## src/rtl/pwl_logsig_eval.sv

```systemverilog
// Piecewise-linear logistic sigmoid: y = A*|x| + B per segment, mirrored for x < 0.
// Build option: define PWL_ROUND_EN for round-half-up output instead of truncation.
module pwl_logsig_eval #(
    parameter int NUM_COEFF_PAIRS = 7,
    parameter int ADDR_WL         = $clog2(NUM_COEFF_PAIRS),
    parameter int COEF_WL         = 8,
    parameter int X_WI            = 4,
    parameter int X_WF            = 12,
    parameter int SEG_LOG2        = 0,
    parameter int Y_WF            = 15
) (
    input  logic                   CLK,
    input  logic                   RST,
    input  logic                   in_valid,
    output logic                   in_ready,
    input  logic [X_WI+X_WF-1:0]   x_in,
    output logic [ADDR_WL-1:0]     rom_addr,
    input  logic [2*COEF_WL-1:0]   rom_data,
    output logic                   out_valid,
    input  logic                   out_ready,
    output logic [Y_WF:0]          y_out
);

    localparam int XW = X_WI + X_WF;
    localparam int PW = COEF_WL + XW;
    localparam int FW = COEF_WL - 1 + X_WF;
    localparam int SH = FW - Y_WF;

    localparam logic [PW:0]   ONE_S = (PW+1)'(1) << FW;
    localparam logic [FW:0]   ONE_Y = (FW+1)'(1) << FW;
    localparam logic [Y_WF:0] ONE_O = (Y_WF+1)'(1) << Y_WF;

    logic                 stall;
    logic                 acc;
    logic                 en1, en2, en3, en_o;

    logic [XW-1:0]        absx_d;
    logic [XW-1:0]        seg_d;
    logic                 sat_d;
    logic [ADDR_WL-1:0]   addr_d;
    logic [PW-1:0]        prod_d;
    logic [PW:0]          ysum_d;
    logic [FW:0]          ypos_d;
    logic [FW:0]          yq_d;
    logic [Y_WF:0]        y_d;

    logic                 v1_q, v2_q, v3_q;
    logic [XW-1:0]        absx1_q;
    logic                 neg1_q, sat1_q;
    logic [ADDR_WL-1:0]   rom_addr_q;
    logic [PW-1:0]        p2_q;
    logic [COEF_WL-1:0]   b2_q;
    logic                 neg2_q, sat2_q;
    logic [FW:0]          ypos3_q;
    logic                 neg3_q;
    logic                 out_valid_q;
    logic [Y_WF:0]        y_q;

`ifdef PWL_ROUND_EN
    logic [FW+1:0]        yr_d;
`endif

    // A stage moves when it is empty or its successor moves, so bubbles collapse.
    assign stall    = out_valid_q & ~out_ready;
    assign in_ready = ~stall;
    assign acc      = in_valid & in_ready;
    assign en_o     = ~stall;
    assign en3      = ~v3_q | en_o;
    assign en2      = ~v2_q | en3;
    assign en1      = ~v1_q | en2;

    assign rom_addr  = rom_addr_q;
    assign out_valid = out_valid_q;
    assign y_out     = y_q;

    always_comb begin
        absx_d = x_in[XW-1] ? (~x_in + XW'(1)) : x_in;
        seg_d  = absx_d >> (X_WF + SEG_LOG2);
        sat_d  = seg_d >= XW'(NUM_COEFF_PAIRS);
        addr_d = sat_d ? '0 : seg_d[ADDR_WL-1:0];
        prod_d = PW'(rom_data[2*COEF_WL-1:COEF_WL]) * PW'(absx1_q);
        ysum_d = (PW+1)'(p2_q) + ((PW+1)'(b2_q) << X_WF);
        ypos_d = (sat2_q || ysum_d > ONE_S) ? ONE_Y : ysum_d[FW:0];
        yq_d   = neg3_q ? (ONE_Y - ypos3_q) : ypos3_q;
`ifdef PWL_ROUND_EN
        yr_d = ({1'b0, yq_d} + (FW+2)'(1 << (SH-1))) >> SH;
        y_d  = (yr_d > (FW+2)'(ONE_O)) ? ONE_O : yr_d[Y_WF:0];
`else
        y_d  = (Y_WF+1)'(yq_d >> SH);
`endif
    end

    always_ff @(posedge CLK) begin
        if (RST) begin
            v1_q        <= 1'b0;
            v2_q        <= 1'b0;
            v3_q        <= 1'b0;
            absx1_q     <= '0;
            neg1_q      <= 1'b0;
            sat1_q      <= 1'b0;
            rom_addr_q  <= '0;
            p2_q        <= '0;
            b2_q        <= '0;
            neg2_q      <= 1'b0;
            sat2_q      <= 1'b0;
            ypos3_q     <= '0;
            neg3_q      <= 1'b0;
            out_valid_q <= 1'b0;
            y_q         <= '0;
        end else begin
            if (en1) begin
                v1_q <= acc;
                if (acc) begin
                    absx1_q    <= absx_d;
                    neg1_q     <= x_in[XW-1];
                    sat1_q     <= sat_d;
                    rom_addr_q <= addr_d;
                end
            end
            if (en2) begin
                v2_q <= v1_q;
                if (v1_q) begin
                    p2_q   <= prod_d;
                    b2_q   <= rom_data[COEF_WL-1:0];
                    neg2_q <= neg1_q;
                    sat2_q <= sat1_q;
                end
            end
            if (en3) begin
                v3_q <= v2_q;
                if (v2_q) begin
                    ypos3_q <= ypos_d;
                    neg3_q  <= neg2_q;
                end
            end
            if (en_o) begin
                out_valid_q <= v3_q;
                if (v3_q) y_q <= y_d;
            end
        end
    end

endmodule

```

## config.mk

```make
export PLATFORM = sky130hd
export DESIGN_NAME = pwl_logsig_eval
export DESIGN_NICKNAME = d
export VERILOG_FILES = /design/src/rtl/pwl_logsig_eval.sv
export SDC_FILE = /design/constraint.sdc
export NUM_CORES = 1
export LEC_CHECK = 0
export CORE_MARGIN = 4
export CORE_UTILIZATION = 55
export CTS_BUF_LIST = sky130_fd_sc_hd__clkbuf_16
export DETAILED_ROUTE_END_ITERATION = 8
export PLACE_DENSITY = 0.78
export RECOVER_POWER = 25
export SKIP_CTS_REPAIR_TIMING = 1
export SLEW_MARGIN = 20
export SYNTH_ARGS = -nofsm -noshare
export SYNTH_HDL_FRONTEND = slang
export SYNTH_SLANG_ARGS = --single-unit
```

## constraint.sdc

```tcl
create_clock -name CLK -period 5.9 [get_ports CLK]
set_clock_uncertainty 0.05 [all_clocks]
set_input_delay 1.18 -clock CLK [delete_from_list [all_inputs] [get_ports CLK]]
set_output_delay 1.18 -clock CLK [all_outputs]
set_load 0.03 [all_outputs]
```

After elaboration in Yosys (flattened, before gate mapping). Cells that the tools add are included.

Flip-flop bits (word level): 96. Bits of input ports: 36. Logic and storage cells: 41. Output and inout port bits: 21.

$mul: 1. Mux-type cells: 4. Order comparisons: 2. Bitwise operators: 11. Reductions and logical operators: 5. $add $sub $neg: 3.

Operators with widths (number): 20-bit two-way mux (2); 24-bit by 20-bit adder with 25-bit output (1); 25-bit by 20-bit greater-than comparator with 1-bit output, second input constant (1); 8-bit by 16-bit multiplier with 24-bit output (1); 20-bit subtractor, first input constant (1); 16-bit by 1-bit adder with 16-bit output, second input constant (1); 16-bit two-way mux (1); 16-bit inverter (1); 2-bit AND reduction (4); 1-bit inverter (5); 4-bit by 3-bit >= comparator with 1-bit output, second input constant (1); 3-bit two-way mux (1); 1-bit bitwise OR (3); 1-bit bitwise AND (2); 1-bit logical OR (1).

Longest topological paths before layout. Gate-level depths: netlist (run 1).

Word-level depth: 7. Gate-level depth with buffers: 18. Gate-level depth less buffers: 17.

Worst setup path after synthesis (run 1). No wires, ideal clock.

Kind: input-to-reg. Start: input rom_data[15]. End: register p2_q[16]. Setup slack: 0.340 ns. Data required time: 5.718 ns. Stages on the path: 17. Setup time: 0.132 ns. Arrival: 5.378 ns. Buffers on the path: 1. Path through: clkbuf_1 nand2_1 fa_1 fa_1 inv_1 fa_1 inv_1 fa_1 inv_1 ha_1 a31o_2 a41o_1 a2111oi_0 o21bai_1 xor2_1 nand2_1 a21oi_1.

Cells in the longest elaborated chain, start to end: 1.

RTL lines: start: declaration (line 18) `input logic [2*COEF_WL-1:0] rom_data,`; 8-bit by 16-bit multiplier with 24-bit output (line 81) `prod_d = PW'(rom_data[2*COEF_WL-1:COEF_WL]) * PW'(absx1_q);`; end signal: assignment (line 123) `p2_q <= prod_d;`; end: declaration (line 51) `logic [PW-1:0] p2_q;`.

No other way between the ends. A chain may end at the register's enable or synchronous reset.

Final worst setup path (run 1).
Start: input rom_data[15]. End: register p2_q[23].

The elaborated chain is that of the path after synthesis.

==> impl_metrics.ini, run 1 <==
[status]
status = finished with violations
violations = max-capacitance violations, max-slew violations

[sta]
hold_ws_ns = 0.409
rsz0062_at_grt = no
slew_headroom_pct = -68.4
slew_violations = 57
post-route-period-util_pct = 95.0
timing.fmax_mhz = 178
fin_tns_setup_ns = 0
setup_viol = 0
fin_crit_ns = 5.61
setup_ws_ns = 0.294
hold_viol_final = 0
tightest_slew_ns = 2.53

[routing]
firstDrtPassIters = 5
final_antenna_net_count = 0
drt-total-wl_mm = 17.4
vias = 6725
routedWlPerCell_um = 14.0
drtIter0Drc = 209
drc = 0
viasPerCell = 5.43

[final_layout]
area_growth_pct = 16.1
stdcell_area_um2 = 9670
layout_commonest_cell = inv_1
drive_gt1_share_pct = 7.50
mostFrequentLayoutCells = inv_1, nand2_1, and2_1
final_util_pct = 65.8
fin_nets = 1223
fin_cells = 1238
antenna_cells = 0

[worst_setup_path]
ff2ff_path_depth = 16
critical_path.max_stage_delay_ns = 0.55
cp_cell_sequence = dlymetal6s2s_1 -> nand2_1 -> fa_1 -> fa_1 -> inv_1 -> fa_1 -> inv_1 -> fa_1 -> inv_1 -> ha_1 -> or3_1 -> o221a_2 -> a311oi_1 -> buf_4 -> a21boi_0 -> mux2i_1 -> a211oi_1
crit_type = input port to flip-flop
start_kind = input port
ff2ff_setup_slack_ns = 0.84
crit_end = p2_q[23]
worst_ep_required_time_ns = 6.07
arrival_ns = 5.78
critPathLaunch = rom_data[15]
crit_path_top_delay_cell = fa_1
endpoint_kind = flip-flop
rr_endpoint = p2_q[23]
cp_max_fo = 11
crit_top_cell = fa_1
timing.rr.start = absx1_q[0]

[clocking]
cts_tree = built
clock_sinks = 96
clockBufferDepth = 2
cts_root_buf = clkbuf_16
htree_num_levels = 3
cts-buffers-inserted = 9
clk_pin_slew_ns = 0.07
clkLatencyLatePin_ns = 0.35

[power]
swShare_pct = 35.4
p_comb_share_pct = 42.2
p_per_area_nw_per_um2 = 238
finalPower_mw = 2.30
pwr-share-seq_pct = 31.9
leakage_nw = 4.44
ir_drop_v = 0.000158
intPower_mw = 1.49
p_sw_mw = 0.815
p_clk_share_pct = 25.9

[logic_synthesis]
synth_top_area_share_pct = 23.1
synthesis.nets = 1141
ys_ff_latch = 96
synth_edf_count = 0
async_flop_share_pct = 0
syn_area_per_cell_um2 = 8.61
ys_seq_area_share_pct = 23.1
netlist_instances = 967
synth.area.top_cells = dfxtp_1, fa_1, ha_1
synth_top_area_cell = dfxtp_1
yosysWarningCount = 0
netlist_area_um2 = 8320
yosysUniqueCellTypes = 60
synth_ff_type = dfxtp_1

[placement]
placedCellCount = 1222
io_buffers = 56
place.gp.congestion = 0.895
dpl-instance-area_um2 = 9360
dp_hpwl_mm = 14.1
pre_cts_ws_ns = -0.364

[die]
coreArea_um2 = 14700
rows = 44
die_area_um2 = 17200
dieHeight_um = 131
initial_core_util_pct = 56.6
num_io_pins = 57
fp.dieW_um = 131

[global_routing]
grt_max_degree = 57
antenna_found_initial = 0
grt_pass1_wl_mm = 30.4
gr-total-overflow = 0
grt_pass1_vias = 6658
grtUsageTotal_pct = 21.8

[run]
cap_violations = 1

[min_path]
hold_class = flip-flop to flip-flop
## final cells by class
type                       count  area, um^2
clock buffer                   9         225
clock inverter                 7        76.3
fill                        1227        5030
inverter                     115         432
multi-input combinational    720        5840
sequential                    96        1920
tap                          184         230
timing repair buffer         107         941
## state kept, by name, indices dropped and copies added (netlist names)
name,count
p2_q,24
neg3_q,1
out_valid,1
v3_q,1
rom_addr,3
absx1_q,16
sat1_q,1
neg1_q,1
sat2_q,1
neg2_q,1
ypos3_q,20
v2_q,1
b2_q,8
y_out,16
v1_q,1
## kinds of logic after synthesis
logic type,count (synthesis),synth area share (%)
XOR/XNOR,46,4.93
adder cells (fa/ha/maj),138,28.4
multiplexers,5,0.616
AND/OR/NAND/NOR,343,20.9
buffers and inverters,151,6.82
AO/OA/AOI/OAI,188,15.2
flip-flops,96,23.1
## worst min-delay path by stage
stage | start | to | slack, ns | cells after the start
global route | rom_addr[2] | rom_addr[2] | 0.44 | 2
finish | rom_addr[0] | rom_addr[0] | 0.41 | 2
CTS | rom_addr[0] | rom_addr[0] | 0.41 | 2
floorplan | sat2_q | sat2_q | 0.38 | 2
detailed placement | rom_addr[0] | rom_addr[0] | 0.40 | 2
global placement | neg2_q | neg2_q | 0.39 | 2
## power groups by stage
stage / registers [mW] / clock network (mW) / logic (mW)
finish: 0.735 / 0.595 / 0.971
floorplan: 0.740 / 0 / 0.648
detailed placement: 0.750 / 0 / 0.976
global route: 0.741 / 0.632 / 1.12
global placement: 0.748 / 0 / 0.954
CTS: 0.735 / 0.607 / 0.983
## critical path, delay by kind of cell
family	cells	cell delay (ns)
AO/OA/AOI/OAI	4	0.98
adder cells (fa/ha/maj)	5	2.33
buffers and inverters	5	0.59
multiplexers	1	0.14
AND/OR/NAND/NOR	2	0.53
## routing by layer
metal / routed length (um) / GRT usage (%) / up-vias
li1: - / - / 3366
met5: 0 / 0 / -
met3: 602 / 4.39 / 18
met1: 7700 / 27.4 / 3227
met4: 232 / 5.02 / 0
met2: 8850 / 38.7 / 114
## synth_stat cells, drive strengths merged, types with 6 or more instances
cell type,instances
ha,53
nor3,8
xor2,29
xnor2,17
nand3,7
fa,85
nand2,114
clkbuf,31
or3,8
a22o,20
inv,115
nor4,7
dfxtp,96
o31ai,7
o21a,6
a21o,7
and2,104
o21ai,25
nor2,61
a211oi,30
a21oi,61
(Power assumes the default switching activity.)
==> inputs of run 2 (changes only) <==
--- a/config.mk
+++ b/config.mk
@@ -7,10 +7,10 @@
 export LEC_CHECK = 0
 export CORE_MARGIN = 4
 export CORE_UTILIZATION = 55
-export CTS_BUF_LIST = sky130_fd_sc_hd__clkbuf_16
+export CTS_CLUSTER_SIZE = 28
 export DETAILED_ROUTE_END_ITERATION = 8
 export PLACE_DENSITY = 0.78
-export RECOVER_POWER = 25
+export RECOVER_POWER = 100
 export SKIP_CTS_REPAIR_TIMING = 1
 export SLEW_MARGIN = 20
 export SYNTH_ARGS = -nofsm -noshare
==> impl_metrics.ini, run 2 (synthesis gave the netlist of run 1 again) <==
[status]
status = finished with violations
violations = max-capacitance violations, max-slew violations

[routing]
routedWlPerCell_um = 14.1
drt-met1-wl_mm = 7.73
vias = 6704
drt-total-wl_mm = 17.4
final_antenna_net_count = 0
drc = 0
met3WireLength_um = 638
firstDrtPassIters = 4
wl_met2_mm = 8.83
viasPerCell = 5.42
maxUsedRoutingLayer = met4
drtIter0Drc = 243

[final_layout]
fin_nets = 1223
mostFrequentLayoutCells = inv_1, nand2_1, and2_1
regMostFlops = p2_q
area_growth_pct = 15.8
drive_gt1_share_pct = 7.12
reg_top3 = p2_q: 24 flops, ypos3_q: 20 flops
largest_register_ff_count = 24
antenna_cells = 0
layout_commonest_cell = inv_1

[clocking]
htree_num_levels = 3
clk_pin_slew_ns = 0.07
clkLatencyLatePin_ns = 0.35
clock_sinks = 96
cts_tree = built
cts-buffers-inserted = 9
cts_root_buf = clkbuf_16
clockBufferDepth = 2

[sta]
rsz0062_at_grt = no
slew_violations = 57
fin_crit_ns = 5.62
slew_headroom_pct = -68.2
hold_viol_final = 0
timing.fmax_mhz = 178
hold_ws_ns = 0.408
fin_tns_setup_ns = 0
setup_viol = 0
setup_ws_ns = 0.280
tightest_slew_ns = 2.52
post-route-period-util_pct = 95.3

[worst_setup_path]
start_kind = input port
rr_endpoint = p2_q[23]
critical_path.max_stage_delay_ns = 0.55
crit_path_top_delay_cell = fa_1
ff2ff_path_depth = 16
crit_type = input port to flip-flop
cp_cell_sequence = clkbuf_1 -> buf_4 -> nand2_1 -> fa_1 -> inv_1 -> fa_1 -> fa_1 -> inv_1 -> fa_1 -> inv_1 -> ha_1 -> a21oi_1 -> o21ai_0 -> nor2b_1 -> a311oi_1 -> buf_4 -> a21boi_0 -> mux2i_1 -> a211oi_1
endpoint_kind = flip-flop
crit_top_cell = fa_1
critPathTopFamily = adder cells
worst_ep_required_time_ns = 5.95
ff2ff_setup_slack_ns = 0.83
arrival_ns = 5.67
cp_num_buf_inv = 6
cp_max_fo = 9
timing.rr.start = absx1_q[0]

[global_routing]
antenna_found_initial = 0
grtUsageTotal_pct = 21.9
gr-total-overflow = 0
grt_pass1_vias = 6664
grt_max_degree = 57
grt_pass1_wl_mm = 30.5

[power]
intPower_mw = 1.50
p_clk_share_pct = 26.4
swShare_pct = 35.3
p_sw_mw = 0.815
leakage_nw = 4.46
p_per_area_nw_per_um2 = 240
pwr-share-seq_pct = 31.8
p_comb_share_pct = 41.8
ir_drop_v = 0.000158

[die]
fp.dieW_um = 131
die_area_um2 = 17200
coreArea_um2 = 14700
num_io_pins = 57
dieHeight_um = 131
initial_core_util_pct = 56.6
rows = 44

[min_path]
hold_class = flip-flop to flip-flop
min_from = rom_addr[0]
holdPathStages = 2
hold_path_end = rom_addr[0]

[run]
cap_violations = 2

[placement]
place.gp.congestion = 0.895
io_buffers = 56
pre_cts_ws_ns = -0.364
dp_hpwl_mm = 14.1
[run 2: cell type report]
class	count	area, um^2
multi-input combinational	720	5810
fill	1237	5060
sequential	96	1920
timing repair buffer	107	928
inverter	115	432
clock buffer	10	239
tap	184	230
clock inverter	6	72.6
[run 2: metal layers]
metal,vias up,GRT usage (%)
met4,0,5.02
met5,-,0
met1,3215,27.4
met2,110,38.8
met3,19,4.39
li1,3360,-
[run 2: worst max-delay path by stage]
stage	start	to	cells past startpoint	slack (ns)
finish	rom_data[12]	p2_q[23]	19	0.28
CTS	rom_data[15]	p2_q[23]	17	-0.06
global placement	rom_data[15]	p2_q[23]	17	-0.36
floorplan	rom_data[15]	p2_q[16]	17	0.34
detailed placement	rom_data[15]	p2_q[23]	17	-0.36
global route	rom_data[15]	p2_q[23]	17	0.07
[run 2: through the flow]
stage,util (%),cells,instance area [um^2],power [mW]
floorplan,-,967,8320,1.39
global placement,63.7,1222,9360,1.70
detailed placement,63.7,1222,9360,1.73
CTS,65.8,1238,9670,2.34
global route,65.6,1238,9640,2.50
finish,65.6,1238,9640,2.31
[run 2: worst min-delay path, stage by stage (launching register included)]
cell and delay, ns:
dfxtp_1 0.31, nand2_1 0.05, a21oi_1 0.05
[run 2: power by group through the flow]
| stage | Clock [mW] | Combinational [mW] | Sequential, mW |
|---|---|---|---|
| 3_3_place_gp | 0 | 0.954 | 0.748 |
| 2_1_floorplan | 0 | 0.648 | 0.740 |
| 5_1_grt | 0.647 | 1.11 | 0.741 |
| 4_1_cts | 0.620 | 0.983 | 0.735 |
| 3_5_place_dp | 0 | 0.976 | 0.750 |
| 6_report | 0.609 | 0.967 | 0.735 |
